<file path="src/rtl/multicycle_main_control_if.sv">
// Control bundle between the multicycle main controller and the datapath:
// the opcode field coming from the instruction register and every datapath
// select/enable going back, plus the debug state.
interface multicycle_main_control_if;
    logic [5:0] opcode;
    logic       PCWrite;
    logic       PCWriteCond;
    logic       IorD;
    logic       MemRead;
    logic       MemWrite;
    logic       IRWrite;
    logic       MemtoReg;
    logic       RegDst;
    logic       RegWrite;
    logic       ALUSrcA;
    logic [1:0] ALUSrcB;
    logic [1:0] ALUOp;
    logic [1:0] PCSource;
    logic       instr_done;
    logic       illegal_op;
    logic [3:0] state;

    // Controller side
    modport master (
        input  opcode,
        output PCWrite, PCWriteCond, IorD, MemRead, MemWrite, IRWrite,
               MemtoReg, RegDst, RegWrite, ALUSrcA, ALUSrcB, ALUOp,
               PCSource, instr_done, illegal_op, state
    );

    // Datapath side
    modport slave (
        output opcode,
        input  PCWrite, PCWriteCond, IorD, MemRead, MemWrite, IRWrite,
               MemtoReg, RegDst, RegWrite, ALUSrcA, ALUSrcB, ALUOp,
               PCSource, instr_done, illegal_op, state
    );
endinterface

</file>
<file path="src/rtl/multicycle_main_control.sv">
// Main control FSM for the multicycle MIPS datapath. Moore machine that
// walks each instruction through fetch/decode/execute/memory/writeback and
// drives every datapath select and enable from the current state. The only
// Mealy term is illegal_op, which looks at the live opcode in DECODE.
module multicycle_main_control (
    input  logic                       clk,
    input  logic                       reset,
    multicycle_main_control_if.master  bus
);

    typedef enum logic [3:0] {
        S_FETCH  = 4'd0,
        S_DECODE = 4'd1,
        S_MEMADR = 4'd2,
        S_MEMRD  = 4'd3,
        S_MEMWB  = 4'd4,
        S_MEMWR  = 4'd5,
        S_EXEC   = 4'd6,
        S_ALUWB  = 4'd7,
        S_BRANCH = 4'd8,
        S_JUMP   = 4'd9,
        S_ADDIEX = 4'd10,
        S_ADDIWB = 4'd11
    } state_t;

    localparam logic [5:0] OP_RTYPE = 6'b000000;
    localparam logic [5:0] OP_LW    = 6'b100011;
    localparam logic [5:0] OP_SW    = 6'b101011;
    localparam logic [5:0] OP_BEQ   = 6'b000100;
    localparam logic [5:0] OP_J     = 6'b000010;
    localparam logic [5:0] OP_ADDI  = 6'b001000;

    state_t     state_r;
    state_t     state_nxt_s;
    logic [5:0] op_r;
    logic       op_legal_s;

    logic       pc_write_s;
    logic       pc_write_cond_s;
    logic       iord_s;
    logic       mem_read_s;
    logic       mem_write_s;
    logic       ir_write_s;
    logic       mem_to_reg_s;
    logic       reg_dst_s;
    logic       reg_write_s;
    logic       alu_src_a_s;
    logic [1:0] alu_src_b_s;
    logic [1:0] alu_op_s;
    logic [1:0] pc_source_s;
    logic       instr_done_s;
    logic       illegal_op_s;

    // State register and opcode capture; the opcode is latched in DECODE so
    // MEMADR can pick lw vs sw without re-reading the instruction register.
    always_ff @(posedge clk) begin
        if (reset) begin
            state_r <= S_FETCH;
            op_r    <= 6'd0;
        end else begin
            state_r <= state_nxt_s;
            if (state_r == S_DECODE) begin
                op_r <= bus.opcode;
            end else begin
                op_r <= op_r;
            end
        end
    end

    // Classify the live opcode as one of the supported instructions.
    always_comb begin
        op_legal_s = 1'b0;
        case (bus.opcode)
            OP_RTYPE, OP_LW, OP_SW, OP_BEQ, OP_J, OP_ADDI: op_legal_s = 1'b1;
            default:                                       op_legal_s = 1'b0;
        endcase
    end

    // Next-state logic; unused encodings fall back to FETCH.
    always_comb begin
        state_nxt_s = S_FETCH;
        case (state_r)
            S_FETCH:  state_nxt_s = S_DECODE;
            S_DECODE: begin
                case (bus.opcode)
                    OP_LW, OP_SW: state_nxt_s = S_MEMADR;
                    OP_RTYPE:     state_nxt_s = S_EXEC;
                    OP_BEQ:       state_nxt_s = S_BRANCH;
                    OP_J:         state_nxt_s = S_JUMP;
                    OP_ADDI:      state_nxt_s = S_ADDIEX;
                    default:      state_nxt_s = S_FETCH;
                endcase
            end
            S_MEMADR: begin
                if (op_r == OP_LW) begin
                    state_nxt_s = S_MEMRD;
                end else begin
                    state_nxt_s = S_MEMWR;
                end
            end
            S_MEMRD:  state_nxt_s = S_MEMWB;
            S_EXEC:   state_nxt_s = S_ALUWB;
            S_ADDIEX: state_nxt_s = S_ADDIWB;
            S_MEMWB, S_MEMWR, S_ALUWB, S_ADDIWB,
            S_BRANCH, S_JUMP: state_nxt_s = S_FETCH;
            default:  state_nxt_s = S_FETCH;
        endcase
    end

    // Moore output decode; enables and pulses are held low while reset is
    // asserted so an aborted instruction cannot write anything.
    always_comb begin
        pc_write_s      = 1'b0;
        pc_write_cond_s = 1'b0;
        iord_s          = 1'b0;
        mem_read_s      = 1'b0;
        mem_write_s     = 1'b0;
        ir_write_s      = 1'b0;
        mem_to_reg_s    = 1'b0;
        reg_dst_s       = 1'b0;
        reg_write_s     = 1'b0;
        alu_src_a_s     = 1'b0;
        alu_src_b_s     = 2'b00;
        alu_op_s        = 2'b00;
        pc_source_s     = 2'b00;
        instr_done_s    = 1'b0;
        illegal_op_s    = 1'b0;
        case (state_r)
            S_FETCH: begin
                mem_read_s  = 1'b1;
                ir_write_s  = 1'b1;
                alu_src_b_s = 2'b01;
                pc_write_s  = 1'b1;
            end
            S_DECODE: begin
                alu_src_b_s  = 2'b11;
                illegal_op_s = ~op_legal_s;
            end
            S_MEMADR, S_ADDIEX: begin
                alu_src_a_s = 1'b1;
                alu_src_b_s = 2'b10;
            end
            S_MEMRD: begin
                mem_read_s = 1'b1;
                iord_s     = 1'b1;
            end
            S_MEMWB: begin
                reg_write_s  = 1'b1;
                mem_to_reg_s = 1'b1;
                instr_done_s = 1'b1;
            end
            S_MEMWR: begin
                mem_write_s  = 1'b1;
                iord_s       = 1'b1;
                instr_done_s = 1'b1;
            end
            S_EXEC: begin
                alu_src_a_s = 1'b1;
                alu_op_s    = 2'b10;
            end
            S_ALUWB: begin
                reg_write_s  = 1'b1;
                reg_dst_s    = 1'b1;
                instr_done_s = 1'b1;
            end
            S_ADDIWB: begin
                reg_write_s  = 1'b1;
                instr_done_s = 1'b1;
            end
            S_BRANCH: begin
                alu_src_a_s     = 1'b1;
                alu_op_s        = 2'b01;
                pc_write_cond_s = 1'b1;
                pc_source_s     = 2'b01;
                instr_done_s    = 1'b1;
            end
            S_JUMP: begin
                pc_write_s   = 1'b1;
                pc_source_s  = 2'b10;
                instr_done_s = 1'b1;
            end
            default: begin
                pc_write_s = 1'b0;
            end
        endcase
        if (reset) begin
            pc_write_s      = 1'b0;
            pc_write_cond_s = 1'b0;
            mem_read_s      = 1'b0;
            mem_write_s     = 1'b0;
            ir_write_s      = 1'b0;
            reg_write_s     = 1'b0;
            instr_done_s    = 1'b0;
            illegal_op_s    = 1'b0;
        end else begin
            illegal_op_s = illegal_op_s;
        end
    end

    assign bus.PCWrite     = pc_write_s;
    assign bus.PCWriteCond = pc_write_cond_s;
    assign bus.IorD        = iord_s;
    assign bus.MemRead     = mem_read_s;
    assign bus.MemWrite    = mem_write_s;
    assign bus.IRWrite     = ir_write_s;
    assign bus.MemtoReg    = mem_to_reg_s;
    assign bus.RegDst      = reg_dst_s;
    assign bus.RegWrite    = reg_write_s;
    assign bus.ALUSrcA     = alu_src_a_s;
    assign bus.ALUSrcB     = alu_src_b_s;
    assign bus.ALUOp       = alu_op_s;
    assign bus.PCSource    = pc_source_s;
    assign bus.instr_done  = instr_done_s;
    assign bus.illegal_op  = illegal_op_s;
    assign bus.state       = state_r;

endmodule

</file>
<file path="src/flat_wrapper.sv">
// flat-port wrapper written by rule: the top's interface ports become plain ports
module multicycle_main_control_flat 
  (clk, reset, bus_opcode, bus_PCWrite, bus_PCWriteCond, bus_IorD, bus_MemRead, bus_MemWrite, bus_IRWrite, bus_MemtoReg, bus_RegDst, bus_RegWrite, bus_ALUSrcA, bus_ALUSrcB, bus_ALUOp, bus_PCSource, bus_instr_done, bus_illegal_op, bus_state);
  multicycle_main_control_if bus_i ();
  input  logic clk;
  input  logic reset;
  input wire logic [$bits(bus_i.opcode)-1:0] bus_opcode;
  output wire logic [$bits(bus_i.PCWrite)-1:0] bus_PCWrite;
  output wire logic [$bits(bus_i.PCWriteCond)-1:0] bus_PCWriteCond;
  output wire logic [$bits(bus_i.IorD)-1:0] bus_IorD;
  output wire logic [$bits(bus_i.MemRead)-1:0] bus_MemRead;
  output wire logic [$bits(bus_i.MemWrite)-1:0] bus_MemWrite;
  output wire logic [$bits(bus_i.IRWrite)-1:0] bus_IRWrite;
  output wire logic [$bits(bus_i.MemtoReg)-1:0] bus_MemtoReg;
  output wire logic [$bits(bus_i.RegDst)-1:0] bus_RegDst;
  output wire logic [$bits(bus_i.RegWrite)-1:0] bus_RegWrite;
  output wire logic [$bits(bus_i.ALUSrcA)-1:0] bus_ALUSrcA;
  output wire logic [$bits(bus_i.ALUSrcB)-1:0] bus_ALUSrcB;
  output wire logic [$bits(bus_i.ALUOp)-1:0] bus_ALUOp;
  output wire logic [$bits(bus_i.PCSource)-1:0] bus_PCSource;
  output wire logic [$bits(bus_i.instr_done)-1:0] bus_instr_done;
  output wire logic [$bits(bus_i.illegal_op)-1:0] bus_illegal_op;
  output wire logic [$bits(bus_i.state)-1:0] bus_state;
  assign bus_i.opcode = bus_opcode;
  assign bus_PCWrite = bus_i.PCWrite;
  assign bus_PCWriteCond = bus_i.PCWriteCond;
  assign bus_IorD = bus_i.IorD;
  assign bus_MemRead = bus_i.MemRead;
  assign bus_MemWrite = bus_i.MemWrite;
  assign bus_IRWrite = bus_i.IRWrite;
  assign bus_MemtoReg = bus_i.MemtoReg;
  assign bus_RegDst = bus_i.RegDst;
  assign bus_RegWrite = bus_i.RegWrite;
  assign bus_ALUSrcA = bus_i.ALUSrcA;
  assign bus_ALUSrcB = bus_i.ALUSrcB;
  assign bus_ALUOp = bus_i.ALUOp;
  assign bus_PCSource = bus_i.PCSource;
  assign bus_instr_done = bus_i.instr_done;
  assign bus_illegal_op = bus_i.illegal_op;
  assign bus_state = bus_i.state;
  multicycle_main_control u_core (.clk(clk), .reset(reset), .bus(bus_i));
endmodule
</file>
<file path="config.mk">
export PLATFORM = sky130hd
export DESIGN_NAME = multicycle_main_control_flat
export DESIGN_NICKNAME = d
export VERILOG_FILES = /design/src/rtl/multicycle_main_control_if.sv /design/src/rtl/multicycle_main_control.sv /design/src/flat_wrapper.sv
export SDC_FILE = /design/constraint.sdc
export NUM_CORES = 1
export LEC_CHECK = 0
export ABC_CLOCK_PERIOD_IN_PS = 2300
export CORE_MARGIN = 4
export CORE_UTILIZATION = 35
export CTS_CLUSTER_DIAMETER = 150
export DETAILED_ROUTE_END_ITERATION = 10
export GPL_TIMING_DRIVEN = 0
export PLACE_DENSITY = 0.68
export RECOVER_POWER = 100
export SYNTH_ARGS = -nofsm -noshare
export SYNTH_HDL_FRONTEND = slang
export SYNTH_SLANG_ARGS = --single-unit
export TNS_END_PERCENT = 10
</file>
<file path="constraint.sdc">
create_clock -name clk -period 2.3 [get_ports clk]
set_clock_uncertainty 0.2 [all_clocks]
set_input_delay 0.46 -clock clk [delete_from_list [all_inputs] [get_ports clk]]
set_output_delay 0.46 -clock clk [all_outputs]
set_load 0.1 [all_outputs]
</file>
# After elaboration in Yosys (flattened, before gate mapping)
# Cells that the tools add are included.
[op_classes] n_eq_ne=17 muxes=27 n_reduce_logical=11 bitwise=1
[op_table] operator="4-bit case mux with 6 select lines" count=1
[op_table] operator="1-bit 2-to-1 mux" count=21
[op_table] operator="4-bit case mux with 5 select lines" count=1
[op_table] operator="6-bit equality test, second input constant" count=3
[op_table] operator="4-bit by 3-bit equality test with 1-bit output, second input constant" count=4
[op_table] operator="4-bit equality test, second input constant" count=4
[op_table] operator="6-bit OR reduction" count=2
[op_table] operator="2-bit OR reduction" count=5
[op_table] operator="4-bit by 2-bit equality test with 1-bit output, second input constant" count=2
[op_table] operator="2-bit case mux with 2 select lines" count=2
[op_table] operator="6-bit by 2-bit equality test with 1-bit output, second input constant" count=1
[op_table] operator="6-bit by 3-bit equality test with 1-bit output, second input constant" count=1
[op_table] operator="6-bit by 4-bit equality test with 1-bit output, second input constant" count=1
[op_table] operator="6-bit zero test" count=1
[op_table] operator="2-bit case mux with 3 select lines" count=1
[op_table] operator="4-bit by 1-bit equality test with 1-bit output, second input constant" count=1
[op_table] operator="4-bit zero test" count=1
[op_table] operator="4-bit OR reduction" count=1
[op_table] operator="3-bit 2-to-1 mux" count=1
[op_table] operator="3-bit OR reduction" count=1
[op_table] operator="1-bit inverter" count=1
[totals] in_bits=8 reg_bits=10 elab_cells=58 out_inout_bits=22

# Depth between registers and ports, before layout
# Gate-level depths: netlist (run 1).
[depth] ltp_word=6 mapped_depth=6

# Least setup slack after synthesis (run 1)
# No wires, ideal clock.
[synth_path] path_type="register to output" from="register u_core.state_r[2], in the netlist u_core.bus.state[2]" to="output port bus_RegWrite" stages_incl_launch_ff=6 required_time_ns=1.640 path_slack_ns=-3.421 arrival_ns=5.061 path_cell_list="dfxtp_1 clkbuf_1 nand2b_1 nor3_1 nor2_1 nor2_1"
[synth_via] elab_chain_cells=4
[synth_lines] item="start: declaration" line_no="multicycle_main_control.sv:33" text="state_t state_r;"
[synth_lines] item="start signal: assignment" line_no="multicycle_main_control.sv:61" text="state_r <= state_nxt_s;"
[synth_lines] item="4-bit by 3-bit equality test with 1-bit output / 4-bit equality test (equally long branches)" line_no="multicycle_main_control.sv:128" text="case (state_r)"
[synth_lines] item="3-bit OR reduction (no source line) (*)"
[synth_lines] item="1-bit 2-to-1 mux (*)" line_no="multicycle_main_control.sv:128"
[synth_lines] item="1-bit 2-to-1 mux (*)" line_no="multicycle_main_control.sv:186" text="if (reset) begin"
[synth_lines] item="end: declaration" line_no="flat_wrapper.sv:16" text="output wire logic [$bits(bus_i.RegWrite)-1:0] bus_RegWrite;"
# Mark *: on every way between the ends. The rest lies on a longest branch, timed or not.

# Final worst setup path (run 1)
[layout_path] from="register u_core.state_r[3], in the netlist u_core.bus.state[3]" to="output port bus_illegal_op"
[layout_via] elab_chain_cells=3
[layout_lines] item="4-bit by 1-bit equality test with 1-bit output" line_no="multicycle_main_control.sv:128"
[layout_lines] item="1-bit 2-to-1 mux" line_no="multicycle_main_control.sv:128"
[layout_lines] item="1-bit 2-to-1 mux" line_no="multicycle_main_control.sv:186"
[layout_lines] item="end: declaration" line_no="flat_wrapper.sv:22" text="output wire logic [$bits(bus_i.illegal_op)-1:0] bus_illegal_op;"
# No other way between the ends.

==> results by group, run 1 <==
Timing
  – Hold Slack: 0.258 ns
  – Final Critical Period: 2.41 ns
  – Fin crit share: 105%
  – Setup TNS: -0.214 ns
  – Max-slew violations: 0
  – Hold Vio Cnt, Final: 0
  – Final worst slack: -0.110 ns
  – RSZ-0062 raised after global routing: yes
  – Fmax: 415 MHz
  – Finish-stage setup viols: 3
  – Slew HR: 35.6%
  – Worst-Margin Slew: 0.969 ns

Run
  – Max cap viols: 0

Hold path
  – Hold path start: u_core.op_r[2]
  – Worst Hold End: u_core.op_r[2]
  – Tightest Hold Check Type: flop to flop
  – Hold depth: 2

CTS
  – CTS Sinks: 10
  – Count of hold-fix buffers inserted at cts: 0
  – # H-tree levels: 1
  – Clk Latency, worst-skew pair: 0.27 ns
  – Max Root-Sink Buffers: 2
  – TritonCTS buffer count: 3
  – CTS tree: done
  – Worst-path clk slew: 0.07 ns
  – Clock root buffer master: clkbuf_4

Worst setup path
  – CP peak stage delay: 0.40 ns
  – Worst Path Max Fanout: 6
  – Worst setup EP type: output pin
  – Worst r2r dst: u_core.bus.state[1]
  – Crit path DAT: 1.75 ns
  – Reg2reg path depth: 6
  – CP max stage cell: or3_4
  – CP startpoint kind: flop
  – Crit Path Class: flop to output pin
  – Register-to-register setup slack: 0.49 ns
  – Cell Chain, Critical Path: or3_4, nor2_4, o31ai_4, a31oi_2, buf_6
  – Reg2Reg Launch Point: u_core.bus.state[0]
  – CP Data Required Time: 1.64 ns
  – Crit path from: u_core.bus.state[3]

Route
  – Vias: 896
  – DRT Pass-1 Iters: 4
  – Total length of routed wires: 2470 µm
  – Routed Antenna Nets: 0
  – DR WL/cell: 15.0 µm
  – Number of remaining DRC errors: 0
  – DRT iter0 DRCs: 22
  – Vias per Instance: 5.43

Final layout
  – Ant diodes: 0
  – Most frequent cells in the layout: buf_4, nand2_1, a21oi_1, nor3_2, dfxtp_1
  – Multi-input logic area: 656 µm²
  – FF/Latch Area: 213 µm²
  – Area growth syn-to-layout: 90.8%
  – Nets: 149
  – Leading cell type in the layout, fill and taps excluded: buf_4
  – Fillers: 136
  – Layout cell share with drive strength beyond 1: 49.3%

GRT
  – GRT Overall Usage: 19.4%
  – Vias in the first global route: 821
  – Largest net degree at the start of global routing: 11
  – Met2 usage: 30.6%
  – Initial antenna violation count: 0
  – First-pass GRT wire length: 3920 µm
  – Grt total ovfl: 0
  – M3 GR Usage: 6.76%
  – Busiest grt layer: met2
  – GR Layer Usage met1: 24.5%

Run status
  – Violated checks: setup timing
  – Outcome: finished with violations

Logic synthesis
  – Top cell type's share of synthesized area: 28.4%
  – Flops & latches, synth: 10
  – Syn_nets: 108
  – Register area share after synthesis: 28.4%
  – Post-synth cell types: 34
  – Synthesized netlist cell count: 100
  – Cell taking the most area after synthesis: dfxtp_1
  – Synth Warn #: 0
  – Top post-synthesis cells by area: dfxtp_1, nand2_1, a21oi_1, nor2_1, nor3_1
  – Synth Cell Area: 704 µm²
  – Post-Synthesis Mean Instance Area: 7.04 µm²

Pwr
  – P per Cell Area: 393 mW/mm²
  – Leakage: 0.517 nW
  – Worst vdd rail ir drop: 0.327 mV

Die
  – Rows: 15
  – Placeable Area: 0.00182 mm²
  – Die ar.: 0.00279 mm²
  – I/O pins: 30
  – Die height: 52.9 µm
  – Die width: 52.9 µm
  – Initial core utilization: 38.7%

Placed design
  – Hpwl dp: 1770 µm
  – Port-buffer cells: 28
  – RePlAce Congestion: 0.880
==> cell type report <==
class                           instances  share of cell area (%)
Sequential cell                        10                    15.8
Buffer                                  7                    4.56
Tap cell                               25                    2.33
Timing Repair Buffer                   37                    26.3
Inverter                                1                   0.279
Clock buffer                            4                    1.96
Multi-Input combinational cell         81                    48.8
==> worst max-delay path: cells and delay by family (launching register included) <==
family	cells	cell delay (ns)
DFF	1	0.36
and+or+nand+nor	2	0.56
buffers and inverters	1	0.26
AOI/OAI and AO/OA	2	0.29
==> routing by layer <==
metal | vias to the layer above | wire length (µm)
met5 | - | 0
met4 | 0 | 41
met3 | 6 | 188
met2 | 37 | 1130
met1 | 413 | 1110
li1 | 440 | -
==> report_power, final <==
part | internal, mW | switching (mW) | total, mW
sequential | 0.179 | 0.00500 | 0.184
clock | 0.0672 | 0.0655 | 0.133
combinational | 0.0669 | 0.145 | 0.212
total | 0.313 | 0.215 | 0.529
==> cells by family (layout without fill, tap and decap cells) <==
kind of cell / count (synthesis) / count (layout) / share of synthesized area [%]
buffers and inverters: 9 / 49 / 5.51
AND/OR/NAND/NOR: 56 / 56 / 41.0
adder cells (fa/ha/maj): 1 / 1 / 1.42
AO/OA/AOI/OAI: 21 / 21 / 19.9
flip-flops: 10 / 10 / 28.4
XOR/XNOR: 3 / 3 / 3.73
==> metrics by stage <==
stage          worst slack (ns)  instance area, µm²  total power, mW  std cells  util [%]
3_3_place_gp              -1.48                1220            0.379        153      67.2
3_5_place_dp              -1.54                1220            0.382        153      67.2
4_1_cts                  -0.199                1310            0.524        161      71.8
5_1_grt                  -0.176                1340            0.554        165      73.8
2_1_floorplan            -0.697                 912            0.332        100         -
6_report                 -0.110                1340            0.529        165      73.8
==> flip-flops by register name (all words and copies together) (netlist names) <==
register	cells
u_core.bus.state	4
u_core.op_r	6
==> repair_timing <==
action / in CTS / in global routing
buffers inserted: 4 / 5
setup endpoints to repair: 22 / 9
cloned: 0 / 0
pin swaps: 2 / 3
resized for setup: 125 / 11
==> cell usage after synthesis, drive strengths merged <==
cell	n
clkbuf	6
nor2	11
xor2	2
buf	2
inv	1
o31ai	1
o21ai	1
a31oi	1
o41ai	1
nand2	17
nand3	2
nand2b	3
or2	2
a211oi	1
o2111ai	2
maj3	1
dfxtp	10
nor2b	1
nor3	8
nand4b	2
nor4b	1
nor3b	3
xnor2	1
or3	2
o21a	1
a21o	2
a21oi	10
nand4	1
a2111o	1
nor4	3
==> worst max-delay path by stage <==
stage / end / slack [ns] / depth (start not counted)
final: bus_illegal_op / -0.11 / 5
after global routing: bus_illegal_op / -0.18 / 5
after CTS: bus_illegal_op / -0.20 / 6
after detailed placement: bus_illegal_op / -1.54 / 6
after global placement: bus_illegal_op / -1.48 / 6
after floorplan: bus_RegWrite / -0.70 / 5
Power figures use the tool's default switching activity.
==> run 2, diff against run 1 <==
CTS_CLUSTER_SIZE = 30   (was default)
==> results of run 2 <==
Final layout, timing and power as in run 1 (identical DEF).
